$ cat src/rtl/err_collector.sv
// Error collector: sticky per-source error flags, first-failing index capture,
// new-episode irq pulse and a clear handshake. Optional macro ERR_COLLECTOR_CNT_EN adds cnt_o.
module err_collector #(
    parameter int NUM_SRC = 4,
    parameter int CNT_W   = 8,
    localparam int IDX_W  = (NUM_SRC > 1) ? $clog2(NUM_SRC) : 1
) (
    input  logic               clk_i,
    input  logic               rst_i,
    input  logic [NUM_SRC-1:0] err_i,
    input  logic               clr_req_i,
    output logic               clr_ack_o,
    output logic [NUM_SRC-1:0] sticky_o,
    output logic [IDX_W-1:0]   first_idx_o,
    output logic               first_vld_o,
    output logic               irq_o,
    (* tmrx_error_sink *)
    output logic               err_o,
`ifdef ERR_COLLECTOR_CNT_EN
    output logic [CNT_W-1:0]   cnt_o,
`endif
    output logic [1:0]         dbg_state_o
);

    localparam logic [1:0] ST_IDLE  = 2'b00;
    localparam logic [1:0] ST_ERR   = 2'b01;
    localparam logic [1:0] ST_CLEAR = 2'b10;

    // Clear handshake: the requester holds clr_req_i high until it sees
    // clr_ack_o, which is high for exactly the one cycle spent in CLEAR.

    logic [1:0]         state_q, state_d;
    logic [NUM_SRC-1:0] sticky_q, sticky_d;
    logic [IDX_W-1:0]   idx_q, idx_d;
    logic               vld_q, vld_d;
    logic               irq_q, irq_d;
    logic               any_err;
    logic [IDX_W-1:0]   low_idx;

    assign any_err = |err_i;

    // Scan high-to-low so the lowest set index wins.
    always_comb begin
        low_idx = '0;
        for (int i = NUM_SRC - 1; i >= 0; i--) begin
            if (err_i[i]) low_idx = IDX_W'(i);
        end
    end

    always_comb begin
        state_d  = state_q;
        sticky_d = sticky_q;
        idx_d    = idx_q;
        vld_d    = vld_q;
        irq_d    = 1'b0;
        case (state_q)
            ST_CLEAR: begin
                // Wipe captured state, then treat this cycle's errors as if in IDLE.
                sticky_d = err_i;
                vld_d    = any_err;
                idx_d    = any_err ? low_idx : '0;
                irq_d    = any_err;
                state_d  = any_err ? ST_ERR : ST_IDLE;
            end
            ST_ERR: begin
                sticky_d = sticky_q | err_i;
                if (clr_req_i) state_d = ST_CLEAR;
            end
            default: begin
                sticky_d = sticky_q | err_i;
                if (any_err) begin
                    vld_d = 1'b1;
                    idx_d = low_idx;
                end
                if (clr_req_i) begin
                    state_d = ST_CLEAR;
                end else if (any_err) begin
                    state_d = ST_ERR;
                    irq_d   = 1'b1;
                end
            end
        endcase
    end

    always_ff @(posedge clk_i or posedge rst_i) begin
        if (rst_i) begin
            state_q  <= ST_IDLE;
            sticky_q <= '0;
            idx_q    <= '0;
            vld_q    <= 1'b0;
            irq_q    <= 1'b0;
        end else begin
            state_q  <= state_d;
            sticky_q <= sticky_d;
            idx_q    <= idx_d;
            vld_q    <= vld_d;
            irq_q    <= irq_d;
        end
    end

`ifdef ERR_COLLECTOR_CNT_EN
    logic [CNT_W-1:0] cnt_q, cnt_d;

    // Counts cycles with any error, not individual sources; saturates at all-ones.
    always_comb begin
        cnt_d = cnt_q;
        if (state_q == ST_CLEAR) begin
            cnt_d = any_err ? CNT_W'(1) : '0;
        end else if (any_err && (cnt_q != '1)) begin
            cnt_d = cnt_q + CNT_W'(1);
        end
    end

    always_ff @(posedge clk_i or posedge rst_i) begin
        if (rst_i) cnt_q <= '0;
        else       cnt_q <= cnt_d;
    end

    assign cnt_o = cnt_q;
`endif

    assign clr_ack_o   = (state_q == ST_CLEAR);
    assign sticky_o    = sticky_q;
    assign first_idx_o = idx_q;
    assign first_vld_o = vld_q;
    assign irq_o       = irq_q;
    assign err_o       = |sticky_q;
    assign dbg_state_o = state_q;

endmodule

$ cat config.mk
export PLATFORM = sky130hd
export DESIGN_NAME = err_collector
export DESIGN_NICKNAME = d
export VERILOG_FILES = /design/src/rtl/err_collector.sv
export SDC_FILE = /design/constraint.sdc
export NUM_CORES = 1
export LEC_CHECK = 0
export ABC_AREA = 1
export ABC_CLOCK_PERIOD_IN_PS = 1700
export CAP_MARGIN = 20
export CELL_PAD_IN_SITES_DETAIL_PLACEMENT = 1
export CELL_PAD_IN_SITES_GLOBAL_PLACEMENT = 2
export CORE_MARGIN = 3
export CORE_UTILIZATION = 24
export CTS_CLUSTER_DIAMETER = 100
export DETAILED_ROUTE_END_ITERATION = 8
export GPL_TIMING_DRIVEN = 1
export PLACE_DENSITY = 0.79
export REMOVE_ABC_BUFFERS = 1
export SETUP_SLACK_MARGIN = 0.1
export SKIP_LAST_GASP = 1
export SYNTH_ARGS = -nofsm -noshare
export SYNTH_HDL_FRONTEND = slang
export SYNTH_SLANG_ARGS = --single-unit
export TNS_END_PERCENT = 30
$ cat constraint.sdc
create_clock -name clk_i -period 1.7 [get_ports clk_i]
set_input_delay 0.34 -clock clk_i [delete_from_list [all_inputs] [get_ports clk_i]]
set_output_delay 0.34 -clock clk_i [all_outputs]
set_load 0.03 [all_outputs]
==> results.tsv <==
stage	metric	value	unit
synthesis	Avg Cell Area, Syn	8.133	sq um
setup_path	Worst Path Max Fanout	2	
global_route	vias in the first global route	510	
global_route	GR Overflow Total	0	
sta	final hold violation count	0	
clocking	post-CTS setup repair buffer count	0	
global_route	first-pass GRT wire length	2173	microns
clocking	Hold-fix buffers, CTS	0	
detailed_routing	Detailed Route Iter0 Violations	2	
global_route	GR Layer Usage met3	0.02865	
die	Chip Height	51.84	microns
placed_design	HPWL Detailed	1004	microns
detailed_routing	Routed WL	1309	microns
sta	relative slew slack	0.7231	
setup_path	Crit. Startpoint	first_idx_o[1]	
sta	hold_ws	367.0	ps
synthesis	Yosys top cell area share	0.4963	
cells_and_area	antenna cells	0	
pwr	Max VDD drop	0.0006629	V
die	num ports	19	
placed_design	IO Port Bufs	18	
placed_design	GPL Wtd Cong	0.7104	
setup_path	max incr delay on CP	670	ps
die	full die area	0.002687	sq mm
sta	final slew viol count	0	
detailed_routing	Avg Vias per Cell	4.294	
setup_path	reg2reg end	dbg_state_o[0]	
pwr	Pwr Density	1729	mW/mm^2
synthesis	top post-synthesis cells by count	nand2_1 (18), inv_1 (13), dfrtp_1 (10)	
sta	Worst-Margin Slew	414.9	ps
setup_path	CP delay by family, top	buffers and inverters	
global_route	grt met2 use	0.1778	
cells_and_area	final layout net count	94	
sta	fin crit share	0.9665	
synthesis	Synth async-reset ratio	1.000	
synthesis	Cell variety after synth	15	
clocking	H-Tree Depth	1	
setup_path	CP Data Required Time	1360	ps
clocking	Clk Latency, worst-skew pair	270	ps
detailed_routing	via count of the routed design	468	
setup_path	WS Path Type	reg -> out	
synthesis	most numerous cell in the Yosys netlist	nand2_1	
clocking	CTS buffer count	3	
global_route	GRT Total Usage	0.1095	
global_route	initial antenna violation count	0	
synthesis	synthesis warning total	0	
die	initial cell density of the core	0.2714	
global_route	met1 Usage GRT	0.1330	
detailed_routing	drt pass-1 iters	2	
hold_path	min-delay worst type	in -> async	
sta	setup TNS	0	ps
sta	clk_skew	4.540	ps
clocking	clock transition at the registers of the reported paths	80	ps
synthesis	register area share after synthesis	0.4963	
synthesis	Post-synth top flop	dfrtp_1	
sta	# setup viols final	0	
sta	min cycle time layout	1643	ps
setup_path	CP Cell Sequence	clkdlybuf4s50_1	
setup_path	cell count of the worst reg-to-reg path	8	
outcome	status	completed	
clocking	cts repair resizes	3	
cells_and_area	FILL cells	225	
synthesis	cell type with the largest total area after synthesis	dfrtp_1	
sta	unrepaired setup endpoints after global routing	true	
synthesis	register bit total from synthesis	10	
clocking	CTS sink count	10	
synthesis	Mapped Cells	62	
detailed_routing	DRT antenna net count	0	
synthesis	ranking of synthesized cells by area	dfrtp_1 (50%), nand2_1 (13%), inv_1 (9.7%), ha_1 (5.0%), nand2_2 (3.7%)	
setup_path	CP max stage cell	clkdlybuf4s50_1	
die	FP Rows	15	
die	core area	0.001858	sq mm
detailed_routing	Avg WL per Cell	12.01	microns
clocking	Max Root-Sink Buffers	2	
cells_and_area	layout cells sized above 1	0.1310	
synthesis	Mapped Area	504.2	sq um
pwr	Leak	0.3984	nW
cells_and_area	P&R area growth vs syn	48.88	%
detailed_routing	Residual DRC	0	
setup_path	CP startpoint kind	flop	
setup_path	worst path bufs/invs	1	
synthesis	Post-synth EDFFs	0	
die	Die W	51.84	microns
setup_path	worst r2r src	dbg_state_o[0]	
global_route	GR peak layer	met2	
clocking	CTS root buf	clkbuf_4	
clocking	CTS tree	built	
setup_path	internal reg-to-reg setup slack	470	ps
setup_path	Arrival @ worst endpoint	1300	ps
sta	f_max	0.6086	GHz
run	max-capacitance violation count	0	
setup_path	CP Capture Type	primary output	
global_route	largest net degree at the start of global routing	11	
-- per-stage QoR --
step                std cells  instance area, sq um  total power, mW  setup WS (ps)    util
global placement          105                 713.2            1.097          233.6  0.3838
finish                    109                 750.7            1.298          56.88  0.4040
CTS                       109                 745.7            1.312          44.94  0.4013
floorplan                  62                 504.2           0.8200          200.3       -
global route              109                 750.7            1.396          14.59  0.4040
detailed placement        105                 713.2            1.097          228.1  0.3838
-- final cells by class --
class | count | area, sq um | share of cell area
Sequential cell | 10 | 250.2 | 0.3333
Timing Repair Buffer | 18 | 176.4 | 0.2350
Tap cell | 25 | 31.28 | 0.04167
Multi-Input combinational cell | 39 | 207.7 | 0.2767
Clock buffer | 4 | 36.28 | 0.04833
Inverter | 13 | 48.80 | 0.06500
-- power breakdown --
part,internal (mW),switching [mW]
clock,0.130,0.0915
sequential,0.325,0.0526
combinational,0.262,0.437
-- worst max path at each step --
stage | end | slack [ps] | cells after the start
floorplan | dbg_state_o[0] | 200 | 8
global placement | err_o | 230 | 3
detailed placement | err_o | 230 | 3
CTS | first_idx_o[0] | 40 | 1
global route | first_idx_o[1] | 10 | 1
finish | first_idx_o[1] | 60 | 1
-- sequential cells by signal (all words and copies together) (netlist names) --
signal,flops
first_vld_o,1
first_idx_o,2
dbg_state_o,2
sticky_o,4
irq_o,1
-- placed cells by master, fill, tap and decap left out --
cell             synthesis  layout
clkdlybuf4s50_1          0      13
a21boi_1                 1       1
dfrtp_1                 10      10
o21ai_0                  3       3
nor2_1                   2       2
nor2_4                   1       1
nand3_1                  3       3
inv_1                   13      13
a21oi_1                  1       1
dlymetal6s2s_1           0       1
nand2_1                 18      18
nor2_2                   1       1
clkbuf_8                 0       1
nand2_2                  3       3
o21bai_1                 2       2
clkbuf_4                 0       3
ha_1                     2       1
nand4_1                  1       1
dlygate4sd2_1            0       3
ha_2                     0       1
buf_4                    0       1
nor3_1                   1       1
-- kinds of logic (layout without fill, tap and decap cells) --
group	Yosys count	count (layout)	share of synthesized area
AOI/OAI and AO/OA	7	7	0.08435
adders and majority gates	2	2	0.04962
buffers and inverters	13	35	0.09678
DFF	10	10	0.4963
and+or+nand+nor	30	30	0.2729
-- layer usage --
metal  vias to the layer above  part of all wire
li1                        231                 -
met1                       220              0.49
met2                        17              0.44
met3                         0             0.072
met4                         0                 0
met5                         -                 0
No activity file was read; power rests on OpenSTA's default activity.
